==> src/rtl/uart0_rx.sv <==
// UART0 receiver: 2-flop sync, 8N1 deserialiser, RX FIFO, 4-register CPU window.
// Optional even-parity bit when UART0_RX_PARITY_EN is defined.
module uart0_rx #(
  parameter logic [15:0] DIVISOR_RESET = 16'd104,
  parameter int          FIFO_DEPTH    = 4
) (
  input  logic       i_clk,
  input  logic       i_reset,
  input  logic [1:0] i_addr,
  input  logic [7:0] i_data,
  input  logic       i_rw,
  input  logic       i_en,
  output logic [7:0] o_data,
  input  logic       i_rx,
  output logic       o_irq
);

  localparam int AW = (FIFO_DEPTH > 1) ? $clog2(FIFO_DEPTH) : 1;
  localparam int CW = AW + 1;

  typedef enum logic [2:0] {
    S_IDLE,
    S_START,
    S_DATA,
    S_PAR,
    S_STOP
  } state_t;

  state_t        state;
  logic          rx_m, rx_s;
  logic [15:0]   cnt, div_l, divisor, eff_div;
  logic [2:0]    bitn;
  logic [7:0]    shreg;
  logic          armed, par_bad;
  logic [7:0]    mem [FIFO_DEPTH];
  logic [AW-1:0] wptr, rptr;
  logic [CW-1:0] count;
  logic          ovr, frm, par_flag;
  logic          rd, wr, empty, full, pop;
  logic          push_req, push_ok, ovr_set, frm_set;
  logic [7:0]    clr, status;

  assign eff_div = (divisor < 16'd2) ? 16'd2 : divisor;

  assign rd    = i_en & i_rw;
  assign wr    = i_en & ~i_rw;
  assign empty = (count == '0);
  assign full  = (count == CW'(FIFO_DEPTH));
  assign pop   = rd && (i_addr == 2'd0) && !empty;
  assign clr   = (wr && i_addr == 2'd1) ? i_data : 8'h00;

  // stop-bit sample point: push a good byte, flag a bad stop
  assign push_req = (state == S_STOP) && (cnt == '0)
                  && rx_s && !par_bad;
  assign frm_set  = (state == S_STOP) && (cnt == '0) && !rx_s;
  // a pop in the same cycle frees the slot the push needs
  assign push_ok  = push_req && (!full || pop);
  assign ovr_set  = push_req && full && !pop;

  assign status = {3'b000, par_flag, frm, ovr, full, !empty};

  always_ff @(posedge i_clk) begin
    if (i_reset) begin
      rx_m <= 1'b1;
      rx_s <= 1'b1;
    end else begin
      rx_m <= i_rx;
      rx_s <= rx_m;
    end
  end

  always_ff @(posedge i_clk) begin
    if (i_reset) begin
      state   <= S_IDLE;
      cnt     <= '0;
      div_l   <= DIVISOR_RESET;
      bitn    <= '0;
      shreg   <= '0;
      armed   <= 1'b0;
      par_bad <= 1'b0;
    end else begin
      unique case (state)
        S_IDLE: begin
          if (rx_s) begin
            armed <= 1'b1;
          end else if (armed) begin
            state <= S_START;
            div_l <= eff_div;
            cnt   <= eff_div >> 1;
          end
        end
        S_START: begin
          if (cnt == 16'd1) begin
            if (rx_s) begin
              state <= S_IDLE;
            end else begin
              state   <= S_DATA;
              cnt     <= div_l - 16'd1;
              bitn    <= '0;
              par_bad <= 1'b0;
            end
          end else begin
            cnt <= cnt - 16'd1;
          end
        end
        S_DATA: begin
          if (cnt == '0) begin
            shreg <= {rx_s, shreg[7:1]};
            cnt   <= div_l - 16'd1;
            bitn  <= bitn + 3'd1;
            if (bitn == 3'd7) begin
`ifdef UART0_RX_PARITY_EN
              state <= S_PAR;
`else
              state <= S_STOP;
`endif
            end
          end else begin
            cnt <= cnt - 16'd1;
          end
        end
        S_PAR: begin
          if (cnt == '0) begin
            par_bad <= rx_s ^ (^shreg);
            cnt     <= div_l - 16'd1;
            state   <= S_STOP;
          end else begin
            cnt <= cnt - 16'd1;
          end
        end
        S_STOP: begin
          if (cnt == '0) begin
            state <= S_IDLE;
            // disarm until the line returns high: one error per break
            if (!rx_s) armed <= 1'b0;
          end else begin
            cnt <= cnt - 16'd1;
          end
        end
        default: state <= S_IDLE;
      endcase
    end
  end

  always_ff @(posedge i_clk) begin
    if (push_ok) mem[wptr] <= shreg;
  end

  always_ff @(posedge i_clk) begin
    if (i_reset) begin
      wptr  <= '0;
      rptr  <= '0;
      count <= '0;
    end else begin
      if (push_ok) wptr <= wptr + 1'b1;
      if (pop)     rptr <= rptr + 1'b1;
      unique case ({push_ok, pop})
        2'b10:   count <= count + 1'b1;
        2'b01:   count <= count - 1'b1;
        default: count <= count;
      endcase
    end
  end

  always_ff @(posedge i_clk) begin
    if (i_reset) begin
      ovr <= 1'b0;
      frm <= 1'b0;
    end else begin
      ovr <= ovr_set | (ovr & ~clr[2]);
      frm <= frm_set | (frm & ~clr[3]);
    end
  end

`ifdef UART0_RX_PARITY_EN
  logic par_set;
  assign par_set = (state == S_PAR) && (cnt == '0)
                 && (rx_s != ^shreg);

  always_ff @(posedge i_clk) begin
    if (i_reset) par_flag <= 1'b0;
    else         par_flag <= par_set | (par_flag & ~clr[4]);
  end
`else
  assign par_flag = 1'b0;
`endif

  always_ff @(posedge i_clk) begin
    if (i_reset) begin
      divisor <= DIVISOR_RESET;
    end else if (wr) begin
      if (i_addr == 2'd2) divisor[7:0]  <= i_data;
      if (i_addr == 2'd3) divisor[15:8] <= i_data;
    end
  end

  always_ff @(posedge i_clk) begin
    if (i_reset) begin
      o_data <= '0;
    end else if (rd) begin
      unique case (i_addr)
        2'd0:    o_data <= empty ? 8'h00 : mem[rptr];
        2'd1:    o_data <= status;
        2'd2:    o_data <= divisor[7:0];
        default: o_data <= divisor[15:8];
      endcase
    end
  end

  always_ff @(posedge i_clk) begin
    if (i_reset) o_irq <= 1'b0;
    else         o_irq <= !empty | ovr | frm | par_flag;
  end

endmodule

==> config.mk <==
export PLATFORM = sky130hd
export DESIGN_NAME = uart0_rx
export DESIGN_NICKNAME = d
export VERILOG_FILES = /design/src/rtl/uart0_rx.sv
export SDC_FILE = /design/constraint.sdc
export NUM_CORES = 1
export LEC_CHECK = 0
export ABC_CLOCK_PERIOD_IN_PS = 3450
export CORE_MARGIN = 2
export CORE_UTILIZATION = 38
export CTS_CLUSTER_DIAMETER = 50
export CTS_CLUSTER_SIZE = 25
export DETAILED_ROUTE_END_ITERATION = 12
export GPL_TIMING_DRIVEN = 0
export PLACE_DENSITY_LB_ADDON = 0.15
export SYNTH_ARGS = -nofsm -noshare
export SYNTH_HDL_FRONTEND = slang
export SYNTH_SLANG_ARGS = --single-unit
==> constraint.sdc <==
create_clock -name i_clk -period 3.45 [get_ports i_clk]
set_clock_uncertainty 0.1 [all_clocks]
set_input_delay 0.345 -clock i_clk [delete_from_list [all_inputs] [get_ports i_clk]]
set_output_delay 0.345 -clock i_clk [all_outputs]
set_load 0.005 [all_outputs]
Word-level counts from Yosys, hierarchy flattened
Memories as Yosys holds them, arrays and structs flattened. A register that Yosys moved wholly into a read port is not among the register bits.
Cells that the tools add are included.
- memories: 1
- bits in registers: 84
- RAM bits: 32
- word-level logic and storage cells: 136
- output and inout bits: 9
- add/sub/neg operators: 7
- eq/ne operators: 24
- reductions and logical operators: 36
- mux-type cells: 36
- $lt $le $gt $ge: 1
- bitwise logic cells: 13
- memories (name ; words ; width ; rd ports ; clocked after memory_dff ; wr ports ; line ; text):
    mem ; 4 ; 8 ; 1 ; 1 ; 1 ; 35 ; logic [7:0] mem [FIFO_DEPTH];
- operators by type and width (kind ; count):
    $mux 16 ; 7
    $pmux 16 s4 ; 1
    $sub 16x1->16 const B ; 2
    $mux 3 ; 10
    $pmux 8 s3 ; 1
    $ne 2x2->1 const B ; 10
    $eq 16x1->1 const B ; 1
    $logic_not 16->1 ; 1
    $lt 16x2->1 const B ; 1
    $pmux 3 s5 ; 1
    $pmux 3 s2 ; 2
    $reduce_and 4->1 ; 3
    $logic_and 1x1->1 ; 10
    $eq 3x3->1 const B ; 3
    $mux 8 ; 1
    $reduce_bool 2->1 ; 4
    $reduce_xor 8->1 ; 1
    $mux 1 ; 7
    $reduce_and 7->1 ; 1
    $add 3x1->3 const B ; 2
    $eq 2x2->1 const B ; 3
    $eq 3x2->1 const B ; 2
    $logic_not 3->1 ; 2
    $mux 2 ; 3
    20 further kinds ; 38

Depth between registers and ports, before layout
Gate-level depths: netlist of the first run.
- word-level depth: 7
- gate-level depth with buffers: 12

Worst setup path before layout of the first run
OpenSTA, ideal clock, no wires.
- path type: register to register
- start point: register state[1]
- end point: register count[2]
- setup time: 70 ps
- data arrival time: 2437 ps
- required time: 3280 ps
- setup slack: 843 ps
- stages on the path, launching flop included: 12
- path through: dfxtp_1 > nor2_1 > nand2_1 > nor3b_1 > nor3b_2 > inv_1 > ha_1 > inv_1 > fa_1 > xor2_1 > or3_1 > a21oi_1
- cells in the longest elaborated chain, start to end: 7
- elaborated cells on any way between the ends: 9
- ends and longest elaborated chain (what ; line ; text):
    start, declared ; 29 ; state_t state;
    start signal, assigned ; 74 ; state <= S_IDLE;
    start signal, assigned ; 87 ; state <= S_START;
    start signal, assigned ; 95 ; state <= S_IDLE;
    $eq 3x3->1 (*) ; 53 ; assign push_req = (state == S_STOP) && (cnt == '0)
    $logic_and 1x1->1 (*) ; 53 ;
    $logic_and 1x1->1 (*) (2 in series) ; 54 ; && rx_s && !par_bad;
    $logic_and 1x1->1 (*) ; 57 ; assign push_ok = push_req && (!full || pop);
    $eq 2x1->1 or $eq 2x2->1 (tied branches) ; 157 ; unique case ({push_ok, pop})
    $pmux 3 s2 or $reduce_bool 2->1 (tied branches) ; -- ;
    end signal, assigned ; 158 ; 2'b10: count <= count + 1'b1;
    end signal, assigned ; 159 ; 2'b01: count <= count - 1'b1;
    end signal, assigned ; 160 ; default: count <= count;
    end, declared ; 37 ; logic [CW-1:0] count;
Mark *: on every way between the ends. The rest lies on a longest branch, timed or not.
A chain may end at the register's enable or synchronous reset.

Worst setup path in the final report of the first run
- start point: register state[2]
- end point: register count[2]
Same word-level chain as after synthesis.

==> impl_metrics.py, run 1 <==
metrics = {
    "outcome": {
        "status": "finished clean",
    },
    "job": {
        "maxCapViolations": 0,
    },
    "floorplanning": {
        "die-area_um2": 16100,
        "die_y_um": 127,
        "core_um2": 14600,
        "ios": 24,
        "rows": 44,
        "initial_utilization": 0.392,
        "die_w_um": 127,
    },
    "finish": {
        "nets": 677,
        "area_delta_synth_final_pct": 18.6,
        "layout-drive-gt1-share": 0.104,
        "diodes": 0,
    },
    "route": {
        "routedWlPerCell_um": 19.0,
        "dr_total_vias": 4728,
        "drt_iter0_markers": 358,
        "first_pass_iters": 5,
        "vias_per_cell": 5.58,
        "wl_um": 16100,
        "remaining_drc_errors": 0,
        "postRouteAntennaNets": 0,
    },
    "min_path": {
        "hold_path.class": "register to register",
    },
    "logic_synthesis": {
        "synthAdderAreaFrac": 0.0274,
        "synth-edff-count": 32,
        "synthMuxAreaShare": 0.0603,
        "synth_compound_area_frac": 0.155,
        "synth_xor_area_frac": 0.0488,
        "synth_cells": 610,
        "synth_seq_cells": 118,
        "yosysWarnings": 0,
        "synth_top_area_cell": "dfxtp_1",
        "ys_types": 65,
        "netlist_area_um2": 5750,
        "ys_async_sr_fraction": 0,
        "synth_top_area_frac": 0.300,
        "yosys.area_share.simple": 0.209,
        "yosys-top-cells-area": "dfxtp_1 (30%), edfxtp_1 (17%), nand2_1 (6.1%), a21oi_1 (4.4%), nor2_1 (3.5%)",
        "synth_top_family_by_area": "simple AND/OR/NAND/NOR gates",
        "synth.avg_cell_area_um2": 9.42,
        "synth_nets": 637,
        "synth_ff_type": "dfxtp_1",
        "yosysSeqAreaShare": 0.467,
    },
    "clock_tree": {
        "cts_htree_levels": 4,
        "clock-sinks": 118,
        "cts_tree": "built",
        "clockBufferDepth": 2,
        "clock_latency_ps": 430,
        "ctsRootBufferMaster": "clkbuf_16",
        "post_cts_buffers": 0,
        "cts_hold_buf": 0,
        "path_clk_slew_ps": 60,
        "cts_resized": 0,
        "numCtsBuffers": 17,
    },
    "grt": {
        "grt_max_degree": 17,
        "track_usage": 0.207,
        "antenna_found_initial": 0,
        "grt_pass1_vias": 4685,
        "overflow": 0,
        "grt_pass1_wl_um": 25400,
    },
    "critical_path": {
        "slowest_delay_ps": 490,
        "slowest_stage": "nor3b_2",
        "path_buf_inv": 3,
        "worstReg2RegEnd": "count[2]",
        "crit_type": "register to register",
        "cp_common_cell": "inv_1",
        "cp-endpoint": "count[2]",
        "crit_chain": "buf_1, nand2_1, nor3b_1, nor3b_2, inv_1, ha_1, inv_1, fa_1, xor2_1, or3_1, a21oi_1",
        "r2r_slack_ps": 340,
        "end_kind": "register",
        "worst-endpoint-arrival_ps": 3360,
        "worstSetupStartpointType": "register",
        "crit_cells": 11,
        "path_delay_family": "simple AND/OR/NAND/NOR gates",
        "r2r-start": "state[2]",
        "r2r_cells": 11,
        "worstPathMaxFanout": 10,
        "crit_path_start": "state[2]",
        "critPathRequiredTime_ps": 3700,
    },
    "timing": {
        "hold_viol": 0,
        "rsz0062_at_grt": "false",
        "hold_ws_ps": 325,
        "max-slew-margin-rel": 0.369,
        "max_freq_ghz": 0.321,
        "worst_pin_slew_ps": 944,
        "final.setup.tns_ps": 0,
        "min_period_over_period": 0.903,
        "period_minus_slack_ps": 3110,
        "setup_viol": 0,
        "drv_slew": 0,
    },
    "power": {
        "power_mw": 4.16,
        "p_int_mw": 2.90,
        "ir_worst_vdd_uv": 422,
        "p_sw_frac": 0.304,
        "p_sw_mw": 1.27,
        "pwr_density_cell_nw_per_um2": 610,
        "p_clk_frac": 0.461,
        "p_seq_frac": 0.366,
        "power_leakage_nw": 2.32,
        "combPwrFrac": 0.173,
    },
    "placed_design": {
        "port_buffers": 21,
        "gp_congestion": 0.917,
        "place_hpwl_um": 11500,
    },
}
## flip-flops by register name (all words and copies together), names as in the netlist, 2 cells and up, named ones only
register	cells
wptr	2
count	3
div_l	16
shreg	8
divisor	16
cnt	16
state	3
mem	32
rptr	2
bitn	3
o_data	8
## cells in the mapped netlist, drive strengths merged, types with 2 or more instances
cell type and n:
nor2 54, dfxtp 86, and3 6, o31a 2, xor2 13, o21ai 24
or2 3, mux2i 11, nand2 94, o21a 4, edfxtp 32, a21oi 51
xnor2 19, mux4 8, or3 4, and2 6, buf 11, mux2 5
nand3 17, o211ai 4, or4 2, nand4 6, nor3b 9, a211oi 5
nor4 10, clkbuf 21, o2bb2ai 6, nor2b 5, nand2b 7, a31oi 5
o31ai 2, a32o 3, inv 14, a221oi 13, ha 11, nor3 18
o32ai 4
## worst min-delay path by stage
stage | start | to | slack, ps | cells past startpoint
global route | rx_m | rx_s | 350 | 1
finish | rx_m | rx_s | 320 | 1
detailed placement | rx_m | rx_s | 320 | 1
CTS | rx_m | rx_s | 340 | 1
floorplan | rx_m | rx_s | 290 | 1
global placement | rx_m | rx_s | 310 | 1
## cell usage in the layout, fill, tap and decap left out, types with 6 or more instances in the layout
master	synthesis	final
o2bb2ai_1	6	6
nand3_1	17	17
ha_1	11	11
xor2_1	13	13
a21oi_1	50	50
and3_1	6	6
edfxtp_1	32	32
clkbuf_16	0	17
clkbuf_1	21	21
nand2b_1	6	6
nor2_1	53	53
inv_6	0	7
nand2_1	94	94
xnor2_1	19	19
dfxtp_1	86	86
nor3b_1	8	8
inv_1	14	14
clkdlybuf4s50_1	0	21
nor4_1	6	6
a221oi_1	11	11
o21ai_0	24	24
mux4_2	8	8
nor3_1	18	18
mux2i_1	11	11
## kinds of logic (layout without fill, tap and decap cells)
kind of cell             count (synthesis)  count (layout)
adder cells (fa/ha/maj)                 12              12
buffers and inverters                   46              99
multiplexers                            24              24
flip-flops                             118             118
AO/OA/AOI/OAI                          134             134
AND/OR/NAND/NOR                        244             244
XOR/XNOR                                32              32
## power groups by stage
stage               clock, mW  combinational, mW  sequential (mW)
floorplan                   0              0.518             1.53
global placement            0              0.705             1.55
detailed placement          0              0.709             1.55
CTS                      1.95              0.714             1.52
global route             2.01              0.796             1.53
finish                   1.92              0.721             1.52
## cell type report
type | count | area [µm²]
buffer | 32 | 134
tap | 184 | 230
clock inverter | 15 | 205
sequential | 118 | 2680
multi-input combinational | 446 | 2880
fill | 1366 | 7830
timing repair buffer | 21 | 210
clock buffer | 17 | 425
inverter | 14 | 52.6
## per-stage QoR
step,cells,worst slack (ps),cell area [µm²],utilization
floorplan,610,843,5750,-
global placement,815,307,6190,0.422
detailed placement,815,274,6190,0.422
CTS,847,378,6820,0.465
global route,847,29.7,6820,0.465
finish,847,335,6820,0.465
## layer usage
layer  up-vias  global-route usage  share of wire
met5         -                   0              0
met4         0              0.0659          0.015
met3        21              0.0477          0.038
met2       101               0.338           0.47
met1      2321               0.274           0.47
li1       2285                   -              -
## worst register-to-register path, stage by stage (launching register included)
cell and delay, ps:
dfxtp_1 390, buf_1 370, nand2_1 260, nor3b_1 340, nor3b_2 490, inv_1 100
ha_1 240, inv_1 80, fa_1 170, xor2_1 80, or3_1 300, a21oi_1 130
(Power assumes the default switching activity.)
==> run 2, diff against run 1 <==
CORE_MARGIN = unset   (was 2)
==> run 2 against run 1 <==
Via count increased by 0.44%; clock-buffer cell count unchanged; the run now ends with design-rule violations left; largest cell class unchanged; power decreased by 6.3%; largest power group unchanged; die area decreased by 3.1%; register-to-register slack improved by 70 ps; sequential share of layout area increased by 0.40 points; highest routed layer unchanged; combinational power decreased by 2%; critical path type unchanged.
==> impl_metrics.py, run 2 (synthesis results as in run 1) <==
metrics = {
    "timing": {
        "min_period_over_period": 0.882,
        "max-slew-margin-rel": 0.344,
        "hold_ws_ps": 317,
        "hold_viol": 0,
        "final.setup.tns_ps": 0,
        "worst_pin_slew_ps": 977,
        "max_freq_ghz": 0.329,
        "period_minus_slack_ps": 3040,
        "rsz0062_at_grt": "false",
        "setup_viol": 0,
        "drv_slew": 0,
    },
    "power": {
        "power_mw": 3.90,
        "pwr_density_cell_nw_per_um2": 578,
        "power_leakage_nw": 2.27,
        "ir_worst_vdd_uv": 371,
    },
    "grt": {
        "antenna_found_initial": 0,
        "overflow": 0,
        "grt_max_degree": 17,
        "grt_pass1_wl_um": 25300,
        "grt_pass1_vias": 4628,
        "track_usage": 0.214,
    },
    "floorplanning": {
        "die-area_um2": 15600,
        "die_y_um": 125,
        "rows": 44,
        "initial_utilization": 0.392,
        "ios": 24,
        "core_um2": 14600,
        "die_w_um": 125,
    },
    "route": {
        "postRouteAntennaNets": 0,
        "routedWlPerCell_um": 18.8,
        "wl_um": 15900,
        "dr_total_vias": 4749,
        "drt_iter0_markers": 369,
        "first_pass_iters": 8,
        "vias_per_cell": 5.61,
        "remaining_drc_errors": 4,
    },
    "outcome": {
        "status": "complete, but fails checks",
        "violations": "design-rule violations",
    },
    "critical_path": {
        "crit_type": "register to register",
        "crit_chain": "nor2_1, nand2_1, nor3b_1, nor3b_4, inv_1, ha_1, inv_1, fa_1, xor2_1, or3_1, a21oi_1",
        "worst-endpoint-arrival_ps": 3300,
        "slowest_stage": "nor3b_4",
        "cp_common_cell": "inv_1",
        "worstSetupStartpointType": "register",
        "slowest_delay_ps": 420,
        "worstPathMaxFanout": 7,
        "end_kind": "register",
        "critPathRequiredTime_ps": 3700,
    },
    "finish": {
        "final_common_cell": "nand2_1",
        "top_register": "mem",
        "layout.cells.non_filler": 847,
        "largest_reg_flops": 32,
        "diodes": 0,
        "layout-drive-gt1-share": 0.103,
        "layout_common_cells": "nand2_1 (94), dfxtp_1 (86), nor2_1 (53)",
        "nets": 677,
        "area_delta_synth_final_pct": 17.4,
        "utilization": 0.461,
    },
    "min_path": {
        "hold_path.class": "register to register",
    },
    "placed_design": {
        "gp_congestion": 0.908,
        "place_hpwl_um": 11300,
        "port_buffers": 21,
        "place_inst": 815,
    },
    "clock_tree": {
        "numCtsBuffers": 17,
        "clockBufferDepth": 2,
        "cts_htree_levels": 4,
        "path_clk_slew_ps": 60,
        "clock-sinks": 118,
        "cts_tree": "built",
        "cts_hold_buf": 0,
        "clock_latency_ps": 420,
        "ctsRootBufferMaster": "clkbuf_16",
    },
    "job": {
        "maxCapViolations": 0,
    },
}
[run 2: timing repair]
action / in CTS / in global routing
setup buffers: 0 / 0
setup endpoints to repair: 0 / 1
gates resized for setup: 0 / 1
[run 2: layer usage]
layer	GRT usage	part of all wire	vias up
met4	0.0832	0.021	0
met1	0.288	0.47	2294
met2	0.334	0.46	131
met3	0.0488	0.056	27
li1	-	-	2297
met5	0	0	-
[run 2: area by class of cell]
cell class              count  area (µm²)
fillers                  1377        7900
multi-input cells         446        2880
flip-flops and latches    118        2680
clock buffers              17         425
well taps                 184         230
repair buffers             21         210
plain buffers              32         134
clock inverters            15         130
inverters                  14        52.6
[run 2: path summary, 6_finish.rpt]
path / start / end / slack [ps] / cells past startpoint
max: state[1] / count[2] / 410 / 11
min: rx_m / rx_s / 320 / 1
max reg2reg: state[1] / count[2] / 410 / 11
min reg2reg: rx_m / rx_s / 320 / 1
[run 2: stage by stage]
step | cell area (µm²) | worst slack, ps
floorplan | 5750 | 843
global placement | 6190 | 312
detailed placement | 6190 | 226
CTS | 6740 | 331
global route | 6750 | 108
finish | 6750 | 406
[run 2: where the power goes]
part | switching [mW] | internal [mW] | leakage (nW)
logic | 0.445 | 0.264 | 1.02
clock network | 0.676 | 0.989 | 0.259
registers | 0.0629 | 1.46 | 0.993
[run 2: critical path, delay by kind of cell (launching register included)]
family | cells | cell delay [ps]
simple gates | 5 | 1730
flops | 1 | 370
fa+ha+maj | 2 | 400
buf+inv | 2 | 170
compound gates | 1 | 130
xor+xnor | 1 | 80
